--- src/rtl/line_mux_pkg.sv ---
// rtl/line_mux_pkg.sv - shared defaults and width helper for the line rotator mux
package line_mux_pkg;

  localparam int DEF_DATA_W    = 8;
  localparam int DEF_NUM_LINES = 4;
  localparam int DEF_OUT_ROWS  = 3;
  localparam int DEF_LINE_LEN  = 512;

  // ceil(log2(value)), never less than 1 so single-entry ranges still get a bit
  function automatic int clog2_min1(input int value);
    int bits;
    bits = 1;
    for (int i = 1; i < 31; i++) begin
      if ((1 << i) < value) bits = i + 1;
    end
    return bits;
  endfunction

endpackage

--- src/rtl/line_pos_tracker.sv ---
// rtl/line_pos_tracker.sv - pixel counter, rotation pointer and line-end strobe
// LINE_ROTATOR_SOF_EN adds the sof input that restarts position at pixel 0, ptr 0.
module line_pos_tracker
  import line_mux_pkg::*;
#(
  parameter int NUM_LINES = DEF_NUM_LINES,
  parameter int LINE_LEN  = DEF_LINE_LEN
) (
  input  logic                                clk,
  input  logic                                rst_n,
  input  logic                                in_valid,
`ifdef LINE_ROTATOR_SOF_EN
  input  logic                                sof,
`endif
  output logic [clog2_min1(NUM_LINES)-1:0]    rot_ptr,
  output logic [clog2_min1(NUM_LINES)-1:0]    sel_ptr,
  output logic                                wrap
);

  localparam int CNT_W = clog2_min1(LINE_LEN);
  localparam int PTR_W = clog2_min1(NUM_LINES);
  localparam logic [CNT_W-1:0] LAST_PIX = CNT_W'(LINE_LEN - 1);
  localparam logic [PTR_W-1:0] LAST_PTR = PTR_W'(NUM_LINES - 1);

  logic [CNT_W-1:0] pix_cnt;
  logic [CNT_W-1:0] pix_cnt_nxt;
  logic [PTR_W-1:0] ptr_nxt;
  logic             sof_hit;

`ifdef LINE_ROTATOR_SOF_EN
  assign sof_hit = sof;
`else
  assign sof_hit = 1'b0;
`endif

  // sof beats count as pixel 0 of line 0, so they never end a line
  always_comb begin
    pix_cnt_nxt = pix_cnt;
    ptr_nxt     = rot_ptr;
    sel_ptr     = rot_ptr;
    wrap        = 1'b0;
    if (sof_hit) begin
      sel_ptr     = '0;
      ptr_nxt     = '0;
      pix_cnt_nxt = in_valid ? CNT_W'(1) : '0;
    end else if (in_valid) begin
      if (pix_cnt == LAST_PIX) begin
        wrap        = 1'b1;
        pix_cnt_nxt = '0;
        ptr_nxt     = (rot_ptr == LAST_PTR) ? '0 : rot_ptr + PTR_W'(1);
      end else begin
        pix_cnt_nxt = pix_cnt + CNT_W'(1);
      end
    end
  end

  always_ff @(posedge clk) begin
    if (!rst_n) begin
      pix_cnt <= '0;
      rot_ptr <= '0;
    end else begin
      pix_cnt <= pix_cnt_nxt;
      rot_ptr <= ptr_nxt;
    end
  end

endmodule

--- src/rtl/line_rotator_mux.sv ---
// rtl/line_rotator_mux.sv - registered rotating line-buffer to window-row mux
// LINE_ROTATOR_SOF_EN adds the sof input for frame-aligned pointer restart.
module line_rotator_mux
  import line_mux_pkg::*;
#(
  parameter int DATA_W    = DEF_DATA_W,
  parameter int NUM_LINES = DEF_NUM_LINES,
  parameter int OUT_ROWS  = DEF_OUT_ROWS,
  parameter int LINE_LEN  = DEF_LINE_LEN
) (
  input  logic                              clk,
  input  logic                              rst_n,
  input  logic [NUM_LINES*DATA_W-1:0]       in_lines,
  input  logic                              in_valid,
`ifdef LINE_ROTATOR_SOF_EN
  input  logic                              sof,
`endif
  output logic [OUT_ROWS*DATA_W-1:0]        out_rows,
  output logic                              out_valid,
  output logic                              line_done,
  output logic [clog2_min1(NUM_LINES)-1:0]  rot_ptr
);

  localparam int PTR_W = clog2_min1(NUM_LINES);

  logic [PTR_W-1:0]           sel_ptr;
  logic                       wrap;
  logic [OUT_ROWS*DATA_W-1:0] rows_sel;

  line_pos_tracker #(
    .NUM_LINES (NUM_LINES),
    .LINE_LEN  (LINE_LEN)
  ) u_pos (
    .clk      (clk),
    .rst_n    (rst_n),
    .in_valid (in_valid),
`ifdef LINE_ROTATOR_SOF_EN
    .sof      (sof),
`endif
    .rot_ptr  (rot_ptr),
    .sel_ptr  (sel_ptr),
    .wrap     (wrap)
  );

  // sum stays below 2*NUM_LINES, so one conditional subtract is a full modulo
  for (genvar k = 0; k < OUT_ROWS; k++) begin : g_row
    logic [PTR_W:0] idx_sum;
    logic [PTR_W:0] idx;
    assign idx_sum = {1'b0, sel_ptr} + (PTR_W+1)'(k + 1);
    assign idx = (idx_sum >= (PTR_W+1)'(NUM_LINES)) ? idx_sum - (PTR_W+1)'(NUM_LINES) : idx_sum;
    assign rows_sel[k*DATA_W +: DATA_W] = in_lines[int'(idx)*DATA_W +: DATA_W];
  end

  always_ff @(posedge clk) begin
    if (!rst_n) begin
      out_rows  <= '0;
      out_valid <= 1'b0;
      line_done <= 1'b0;
    end else begin
      out_valid <= in_valid;
      line_done <= wrap;
      if (in_valid) out_rows <= rows_sel;
    end
  end

endmodule

--- config.mk ---
export PLATFORM = sky130hd
export DESIGN_NAME = line_rotator_mux
export DESIGN_NICKNAME = d
export VERILOG_FILES = /design/src/rtl/line_mux_pkg.sv /design/src/rtl/line_pos_tracker.sv /design/src/rtl/line_rotator_mux.sv
export SDC_FILE = /design/constraint.sdc
export NUM_CORES = 1
export LEC_CHECK = 0
export ABC_AREA = 1
export BUFFER_PORTS_ARGS = -buffer_cell sky130_fd_sc_hd__buf_2
export CAP_MARGIN = 25
export CORE_MARGIN = 1
export CORE_UTILIZATION = 55
export CTS_CLUSTER_SIZE = 24
export DETAILED_ROUTE_END_ITERATION = 10
export PLACE_DENSITY_LB_ADDON = 0.08
export SYNTH_ARGS = -nofsm -noshare
export SYNTH_HDL_FRONTEND = slang
export SYNTH_SLANG_ARGS = --single-unit
--- constraint.sdc ---
create_clock -name clk -period 4 [get_ports clk]
set_clock_uncertainty 0.15 [all_clocks]
set_input_delay 0.6 -clock clk [delete_from_list [all_inputs] [get_ports clk]]
set_output_delay 0.6 -clock clk [all_outputs]
set_load 0.02 [all_outputs]
; ---- Word-level counts from Yosys, hierarchy flattened
; Cells that the tools add are included.
[word_totals]
reg_bits = 37
latchBits = 0
ram_bits = 0
romBits = 0
wordCells = 29
n_memories = 0
[op_classes]
n_addsub = 8
multipliers = 0
n_div = 0
order_cmp = 3
eq_ne = 2
shifts = 3
mux = 6
n_bitwise = 0
n_reduce_logical = 2
[op_table]
columns = operator, count
row1 = indexed part select 32 x 7 -> 8 bit, 3
row2 = adder 9 x 1 -> 9 bit (second input constant), 1
row3 = == test 9 bit (second input constant), 1
row4 = >= comparator 3 bit (second input constant), 3
row5 = 2-to-1 mux 3 bit, 3
row6 = 2-to-1 mux 9 bit, 1
row7 = subtractor 3 bit (second input constant), 3
row8 = adder 2 x 2 -> 3 bit (second input constant), 2
row9 = AND reduction 2 bit, 2
row10 = adder 2 x 1 -> 3 bit (second input constant), 1
row11 = adder 2 x 1 -> 2 bit (second input constant), 1
row12 = == test 2 bit (second input constant), 1
row13 = 2-to-1 mux 2 bit, 1
row14 = 2-to-1 mux 1 bit, 1

; ---- Longest topological paths before layout
; Gate-level depths: netlist (run 1).
[logic_depth]
ltp_word = 4
depth_mapped = 12
ltp_nobuf = 12

; ---- By module
; From an unflattened synthesis (run 1), not the netlist that was laid out.
[unflattened]
cells_unflattened = 377
hier_area_um2 = 2301.0
[modules_own_cells]
columns = mod, n_inst, cells_each, area_each_um2, seq_area_each_um2
row1 = line_rotator_mux, 1, 302, 1716.6, 520.5
row2 = line_pos_tracker, 1, 75, 584.3, 220.2

; ---- Worst setup path before layout (run 1)
; Ideal clock, no wire load.
[synth_path]
kind = register to register
from = register u_pos.rot_ptr[0]
to = register out_rows[16]
setup_ps = 109
arrival_time_ps = 1747
t_required_ps = 3741
path_slack_ps = 1994
path_stages_with_launch = 11
synth_period_minus_slack_ps = 2006
path_cell_list = dfxtp_1 inv_2 buf_2 ha_1 buf_2 inv_1 buf_2 nand2_1 nand3_1 nand2_1 inv_1
[synth_between]
elab_chain_len = 4
[synth_rtl]
columns = element, line
row1 = start: declaration, line_pos_tracker.sv:15  ; output logic [clog2_min1(NUM_LINES)-1:0] rot_ptr,
row2 = start signal: assignment, line_pos_tracker.sv:63  ; rot_ptr <= ptr_nxt;
row3 = adder 2 x 2 -> 3 bit *, line_rotator_mux.sv:49  ; assign idx_sum = {1'b0, sel_ptr} + (PTR_W+1)'(k + 1);
row4 = subtractor 3 bit or >= comparator 3 bit (tied branches), line_rotator_mux.sv:50  ; assign idx = (idx_sum >= (PTR_W+1)'(NUM_LINES)) ? idx_sum - (PTR_W+1)'(NUM_LINES) : idx_sum;
row5 = 2-to-1 mux 3 bit *, line_rotator_mux.sv:50
row6 = indexed part select 32 x 7 -> 8 bit *, line_rotator_mux.sv:51  ; assign rows_sel[k*DATA_W +: DATA_W] = in_lines[int'(idx)*DATA_W +: DATA_W];
row7 = end signal: assignment, line_rotator_mux.sv:62  ; if (in_valid) out_rows <= rows_sel;
row8 = end: declaration, line_rotator_mux.sv:18  ; output logic [OUT_ROWS*DATA_W-1:0] out_rows,
; Every way passes the cells marked *; elsewhere a longest branch is shown, timed or not.
; A chain may end at the register's enable or synchronous reset.

; ---- Worst setup path in the final report (run 1)
[layout_path]
from = register u_pos.rot_ptr[0]
to = register out_rows[20]
; Same word-level chain as after synthesis.

==> reports/results.txt, run 1 <==
CTS tree: done
Mapped Nets: 422
H-tree depth: 2
Clock Tree Buf Depth: 2
Crit. End Element: flop
FMAX: 0.3890 GHz
Final WL: 5071 um
Layout area overhead: 17.95%
CTS resizes: 0
Synthesized area per cell: 5.871 um2
Die Y-Extent: 65.69 um
Congestion Overflow GR: 0
R2r endpoint: out_rows[20]
Post-CTS Hold Fix Bufs: 0
Number of diodes: 0
Vias: 2341
First-pass GRT wire length: 8493 um
Worst Hold Launch: out_rows[15]
Initial Utilization: 59.16%
Synth Register Bits: 37
Dpl cell area: 2515 um2
Synth Warn #: 0
Outcome: completed
Buffers plus inverters on the worst setup path: 4
Reg2Reg Depth: 8
Vias in the first global route: 2011
Pwr dens: 330.3 nW/um2
DRC: 0
Measured slew at the worst slew-check pin: 699.9 ps
Layout Utilization: 69.77%
Hold depth: 2
Net count, final: 474
Storage cell area: 740.7 um2
RSZ-0062 raised after global routing: no
Final Max Tran Viols: 0
Post-DRT Antenna Nets: 0
Pre-CTS WS: 1463 ps
Setup_tns: 0 ps
Top delay family on crit path: buffers and inverters
Post-route cell area: 2631 um2
P_leak: 1.503 nW
Final Hold Vio Count: 0
DR WL/cell: 10.54 um
EDFF count, synth: 0
Setup violations, final: 0
Max-slew headroom: 53.05%
Worst setup margin: 1429 ps
Post-synth ARST share: 0%
Slowest-stage cell, CP: ha_1
DR iter-0 viols: 108
Root Driver: clkbuf_8
Die area: 4315 um2
CP arrival: 2620 ps
Worst skew pair latency: 300 ps
Std-Cell Core Area: 3771 um2
Setup Buffers After CTS: 0
CP required: 4050 ps
Vias/cell: 4.867
1st-pass router iterations: 4
Peak VDD IR: 0.1741 mV
Ordered cell list for the critical path: buf_4, inv_2, ha_1, inv_1, nand2_1, nand3_1, nand2_1, inv_1
Chip Width: 65.69 um
Max stage delay on crit path: 670 ps
Initial antenna violation count: 0
Fill count: 355
Tmin final: 2571 ps
GRT Util Overall: 25.83%
Largest net degree at the start of global routing: 54
Hold Path End: out_rows[15]
Mapped Cells: 380
Synth unique cells: 19
Hold Crit Class: flop to flop
CP Class: flop to flop
Max Fanout on Critical Path: 53
Crit start category: flop
Post-Syn Area: 2231 um2
Ports: 63
Layout cell share with drive strength beyond 1: 16.86%
Top FF cell, synth: dfxtp_1
Total of max-cap violations: 0
Tcrit/Tclk final: 64.27%
Register area share after synthesis: 33.20%
Area of the multi-input gates: 1167 um2
Clock slew at reported path FFs: 70 ps
Count of input and output buffers: 62
Launching point of the worst reg2reg path: u_pos.rot_ptr[0]
Inserted Clock Buffers: 5
Placer congestion estimate: 0.8585
Num rows: 22
Flop-to-flop setup slack: 1430 ps
HPWL Detailed: 3694 um
CTS Sinks: 37
[area by class of cell]
class	instances	share of cell area, %
Sequential cell	37	28.15
Timing Repair Buffer	63	12.08
Tap cell	48	2.282
Inverter	61	8.702
Multi-Input combinational cell	264	44.37
Clock inverter	1	1.141
Clock buffer	7	3.281
[cells by family after synthesis]
logic type	count (synthesis)	synth area share, %
and+or+nand+nor	215	38.59
buffers and inverters	79	14.47
DFF	37	33.20
adders and majority gates	7	3.926
AOI/OAI and AO/OA	42	9.815
[synth_stat cells, types with 2 or more instances]
cell type	instances	area [um2]
nand2_1	130	488.0
buf_4	3	22.52
dfxtp_1	37	740.7
a21oi_1	18	90.09
inv_2	2	7.510
nand3_1	37	185.2
inv_1	58	217.7
o21ai_0	20	100.1
ha_1	7	87.58
nor2_1	44	165.2
buf_2	12	60.06
clkbuf_1	3	11.26
nor3_1	3	15.01
[cell usage in the layout (no fill, tap or decap), drive strengths merged, types with 3 or more instances in the layout]
| master | count |
|---|---|
| buf | 63 |
| nand3 | 37 |
| o21ai | 21 |
| a21oi | 19 |
| ha | 7 |
| clkbuf | 7 |
| nor2 | 44 |
| nor3 | 3 |
| inv | 60 |
| nand2 | 130 |
| dfxtp | 37 |
[power by group]
part / total (mW) / switching (mW) / internal (mW)
Clock: 0.337 / 0.133 / 0.203
Combinational: 0.135 / 0.0848 / 0.0500
Sequential: 0.398 / 0.00987 / 0.388
Total: 0.869 / 0.228 / 0.641
[layer usage]
metal  up-vias  track usage (%)  part of all wire [%]
met4         0            10.60                   2.1
met5         -                0                     0
met2        60            44.13                    48
met3        13            5.729                   5.1
met1      1010            30.84                    45
li1       1258                -                     -
[how the worst max path moves through the flow]
stage,start,end,cells after the start
2_1_floorplan,u_pos.rot_ptr[0],out_rows[16],10
3_3_place_gp,u_pos.rot_ptr[0],out_rows[20],8
3_5_place_dp,u_pos.rot_ptr[0],out_rows[20],8
4_1_cts,u_pos.rot_ptr[0],out_rows[20],8
5_1_grt,u_pos.rot_ptr[0],out_rows[4],8
6_report,u_pos.rot_ptr[0],out_rows[20],8
[registers in the layout, indices dropped and copies added, names as in the netlist]
signal and flops:
line_done 1, u_pos.pix_cnt 9, u_pos.rot_ptr 2, out_rows 24, out_valid 1
[tightest hold or removal path, stage by stage, from the launching register on]
cell and delay, ps:
dfxtp_1 310, nand2_1 60, a21oi_1 50
[per-stage QoR]
stage | instances | hold slack [ps] | total power [mW]
2_1_floorplan | 380 | 286.7 | 0.4924
3_3_place_gp | 473 | 301.1 | 0.5390
3_5_place_dp | 473 | 305.5 | 0.5410
4_1_cts | 481 | 316.2 | 0.8752
5_1_grt | 481 | 334.4 | 0.9065
6_report | 481 | 313.0 | 0.8692
(Power assumes the default switching activity.)
==> inputs of run 2 (changes only) <==
--- a/config.mk
+++ b/config.mk
@@ -5,11 +5,11 @@
 export SDC_FILE = /design/constraint.sdc
 export NUM_CORES = 1
 export LEC_CHECK = 0
-export ABC_AREA = 1
+export ABC_AREA = 0
 export BUFFER_PORTS_ARGS = -buffer_cell sky130_fd_sc_hd__buf_2
 export CAP_MARGIN = 25
 export CORE_MARGIN = 1
-export CORE_UTILIZATION = 55
+export CORE_UTILIZATION = 50
 export CTS_CLUSTER_SIZE = 24
 export DETAILED_ROUTE_END_ITERATION = 10
 export PLACE_DENSITY_LB_ADDON = 0.08
==> constraint.sdc (replaced) <==
create_clock -name clk -period 2.4 [get_ports clk]
set_clock_uncertainty 0.15 [all_clocks]
set_input_delay 0.36 -clock clk [delete_from_list [all_inputs] [get_ports clk]]
set_output_delay 0.36 -clock clk [all_outputs]
set_load 0.02 [all_outputs]
==> reports/results.txt, run 2 <==
Most common cell in the netlist: dfxtp_1 (was nand2_1)
Commonest non-fill, non-tap cell in the layout: buf_2 (was nand2_1)
Num rows: 22 (unchanged)
Peak VDD IR: 0.3864 mV (was 0.1741 mV)
Clock share of power: 42.9% (was 38.7%)
Placer congestion estimate: 0.7588 (was 0.8585)
Register area share after synthesis: 37.42% (was 33.20%)
Synth Warn #: 0 (unchanged)
Die Y-Extent: 64.92 um (was 65.69 um)
Pwr dens: 603.9 nW/um2 (was 330.3 nW/um2)
Setup_tns: 0 ps (unchanged)
Congestion Overflow GR: 0 (unchanged)
Vias in the first global route: 1595 (was 2011)
Top Registers: out_rows x24, u_pos.pix_cnt x9, u_pos.rot_ptr x2 (unchanged)
Top cells by count, synth: 37 x dfxtp_1, 32 x mux2i_1, 18 x nand3_1 (was 130 x nand2_1, 58 x inv_1, 44 x nor2_1)
Measured slew at the worst slew-check pin: 769.3 ps (was 699.9 ps)
P_leak: 1.010 nW (was 1.503 nW)
Most flops, register: out_rows (unchanged)
NetSw: 339.6 uW (was 228.2 uW)
Clock Tree Buf Depth: 2 (unchanged)
Pwr Total: 1.470 mW (was 869.2 uW)
Inserted Clock Buffers: 5 (unchanged)
Synthesized area per cell: 9.516 um2 (was 5.871 um2)
Combinational power share: 12.5% (was 15.5%)
Vias: 1727 (was 2341)
Number of diodes: 0 (unchanged)
FMAX: 0.5133 GHz (was 0.3890 GHz)
Root Driver: clkbuf_8 (unchanged)
Final Hold Vio Count: 0 (unchanged)
CP arrival: 1990 ps (was 2620 ps)
Top FF cell, synth: dfxtp_1 (unchanged)
Synth unique cells: 26 (was 19)
Tmin final: 1948 ps (was 2571 ps)
Vias/cell: 5.500 (was 4.867)
Layout cell share with drive strength beyond 1: 34.59% (was 16.86%)
Die area: 4215 um2 (was 4315 um2)
Chip Width: 64.92 um (was 65.69 um)
Launching point of the worst reg2reg path: u_pos.rot_ptr[1] (was u_pos.rot_ptr[0])
Final Max Tran Viols: 0 (unchanged)
DRC: 0 (unchanged)
Tcrit/Tclk final: 81.17% (was 64.27%)
H-tree depth: 2 (unchanged)
GRT Util Overall: 22.97% (was 25.83%)
Setup crit start: u_pos.rot_ptr[1] (was u_pos.rot_ptr[0])
Most frequent cells in the layout: 62 x buf_2, 36 x dfxtp_1, 32 x mux2i_1, 18 x nand3_1, 17 x o21ai_0 (was 130 x nand2_1, 62 x buf_2, 58 x inv_1, 44 x nor2_1)
Worst skew pair latency: 290 ps (was 300 ps)
Setup violations, final: 0 (unchanged)
Largest register FFs: 24 (unchanged)
EDFF count, synth: 0 (unchanged)
DR WL/cell: 13.97 um (was 10.54 um)
Worst Hold Launch: in_valid (was out_rows[15])
HPWL Detailed: 3193 um (was 3694 um)
Setup Buffers After CTS: 0 (unchanged)
Crit start category: flop (unchanged)
CTS resizes: 0 (unchanged)
Dpl cell area: 2301 um2 (was 2515 um2)
Worst setup margin: 451.9 ps (was 1429 ps)
Layout area overhead: 23.01% (was 17.95%)
CP required: 2440 ps (was 4050 ps)
Clock slew at reported path FFs: 80 ps (was 70 ps)
Total of max-cap violations: 0 (unchanged)
CTS tree: done (unchanged)
Post-route cell area: 2435 um2 (was 2631 um2)
Sw frac: 23.10% (was 26.25%)
Final WL: 4387 um (was 5071 um)
Hold Crit Class: input port to flop (was flop to flop)
Outcome: completed (unchanged)
Seq pwr share: 44.6% (was 45.8%)
Synth Register Bits: 37 (unchanged)
Synth area leader: dfxtp_1 (unchanged)
Std-Cell Core Area: 3716 um2 (was 3771 um2)
Post-Syn Area: 1979 um2 (was 2231 um2)
Fill count: 335 (was 355)
RSZ-0062 raised after global routing: no (unchanged)
Crit. End Element: flop (unchanged)
CP Class: flop to flop (unchanged)
Ports: 63 (unchanged)
First-pass GRT wire length: 7210 um (was 8493 um)
Net count, final: 307 (was 474)
Initial Utilization: 53.27% (was 59.16%)
Post-synth ARST share: 0% (unchanged)
Count of input and output buffers: 62 (unchanged)
Max Fanout on Critical Path: 8 (was 53)
DR iter-0 viols: 74 (was 108)
Pre-CTS WS: 472.2 ps (was 1463 ps)
Max-slew headroom: 48.66% (was 53.05%)
Post-DRT Antenna Nets: 0 (unchanged)
Mapped Nets: 250 (was 422)
Internal: 1.131 mW (was 641.0 uW)
Mapped Cells: 208 (was 380)
Initial antenna violation count: 0 (unchanged)
Post-CTS Hold Fix Bufs: 0 (unchanged)
CTS Sinks: 37 (unchanged)
1st-pass router iterations: 5 (was 4)
Most area-consuming cells after synthesis: dfxtp_1 37%, mux2i_1 16%, mux2_2 8.0%, nand3_1 4.6%, ha_1 4.4% (was dfxtp_1 33%, nand2_1 22%, inv_1 9.8%, nand3_1 8.3%, nor2_1 7.4%)
Largest net degree at the start of global routing: 37 (was 54)
Synth top area share: 37.42% (was 33.20%)
run 2: path summary, 6_finish.rpt:
check | endpoint | slack (ps) | depth (start not counted)
max | out_rows[22] | 450 | 4
min | u_pos.rot_ptr[1] | 220 | 3
max reg2reg | out_rows[22] | 450 | 4
min reg2reg | out_rows[14] | 320 | 2
run 2: power groups by stage:
| stage | combinational (mW) | clock (mW) | sequential [mW] |
|---|---|---|---|
| finish | 0.183 | 0.631 | 0.656 |
| global route | 0.201 | 0.674 | 0.659 |
| CTS | 0.185 | 0.641 | 0.656 |
| detailed placement | 0.184 | 0 | 0.670 |
| global placement | 0.182 | 0 | 0.670 |
| floorplan | 0.0809 | 0 | 0.698 |
run 2: through the flow:
| step | hold slack (ps) | utilization (%) | std cells |
|---|---|---|---|
| after global routing | 241.8 | 65.52 | 314 |
| after global placement | 298.4 | 61.92 | 306 |
| after detailed placement | 302.9 | 61.92 | 306 |
| final | 215.1 | 65.52 | 314 |
| after CTS | 212.3 | 65.52 | 314 |
| after floorplan | 308.4 | - | 208 |
run 2: kinds of logic after synthesis:
family	Yosys count	synth area share (%)
buf+inv	20	4.614
flops	37	37.42
xor+xnor	3	1.328
mux	49	27.56
fa+ha+maj	7	4.425
simple gates	53	12.83
compound gates	39	11.82
run 2: worst max-delay path, stage by stage, from the launching register on:
cell and delay [ps]:
dfxtp_1 470, inv_1 100, ha_1 410, mux4_2 520, a32o_1 210
run 2: metal layers:
metal	wire, um	GRT usage (%)
met5	0	0
met4	65	9.167
met3	318	6.338
met2	2177	38.80
met1	1826	27.23
run 2: cell type report:
type / instances / area (um2) / share of cell area [%]
clock inverters: 3 / 65.06 / 2.672
inverters: 5 / 18.77 / 0.7708
flip-flops and latches: 37 / 742.0 / 30.47
repair buffers: 65 / 332.8 / 13.67
multi-input cells: 151 / 1147 / 47.12
well taps: 48 / 60.06 / 2.467
clock buffers: 5 / 68.82 / 2.826
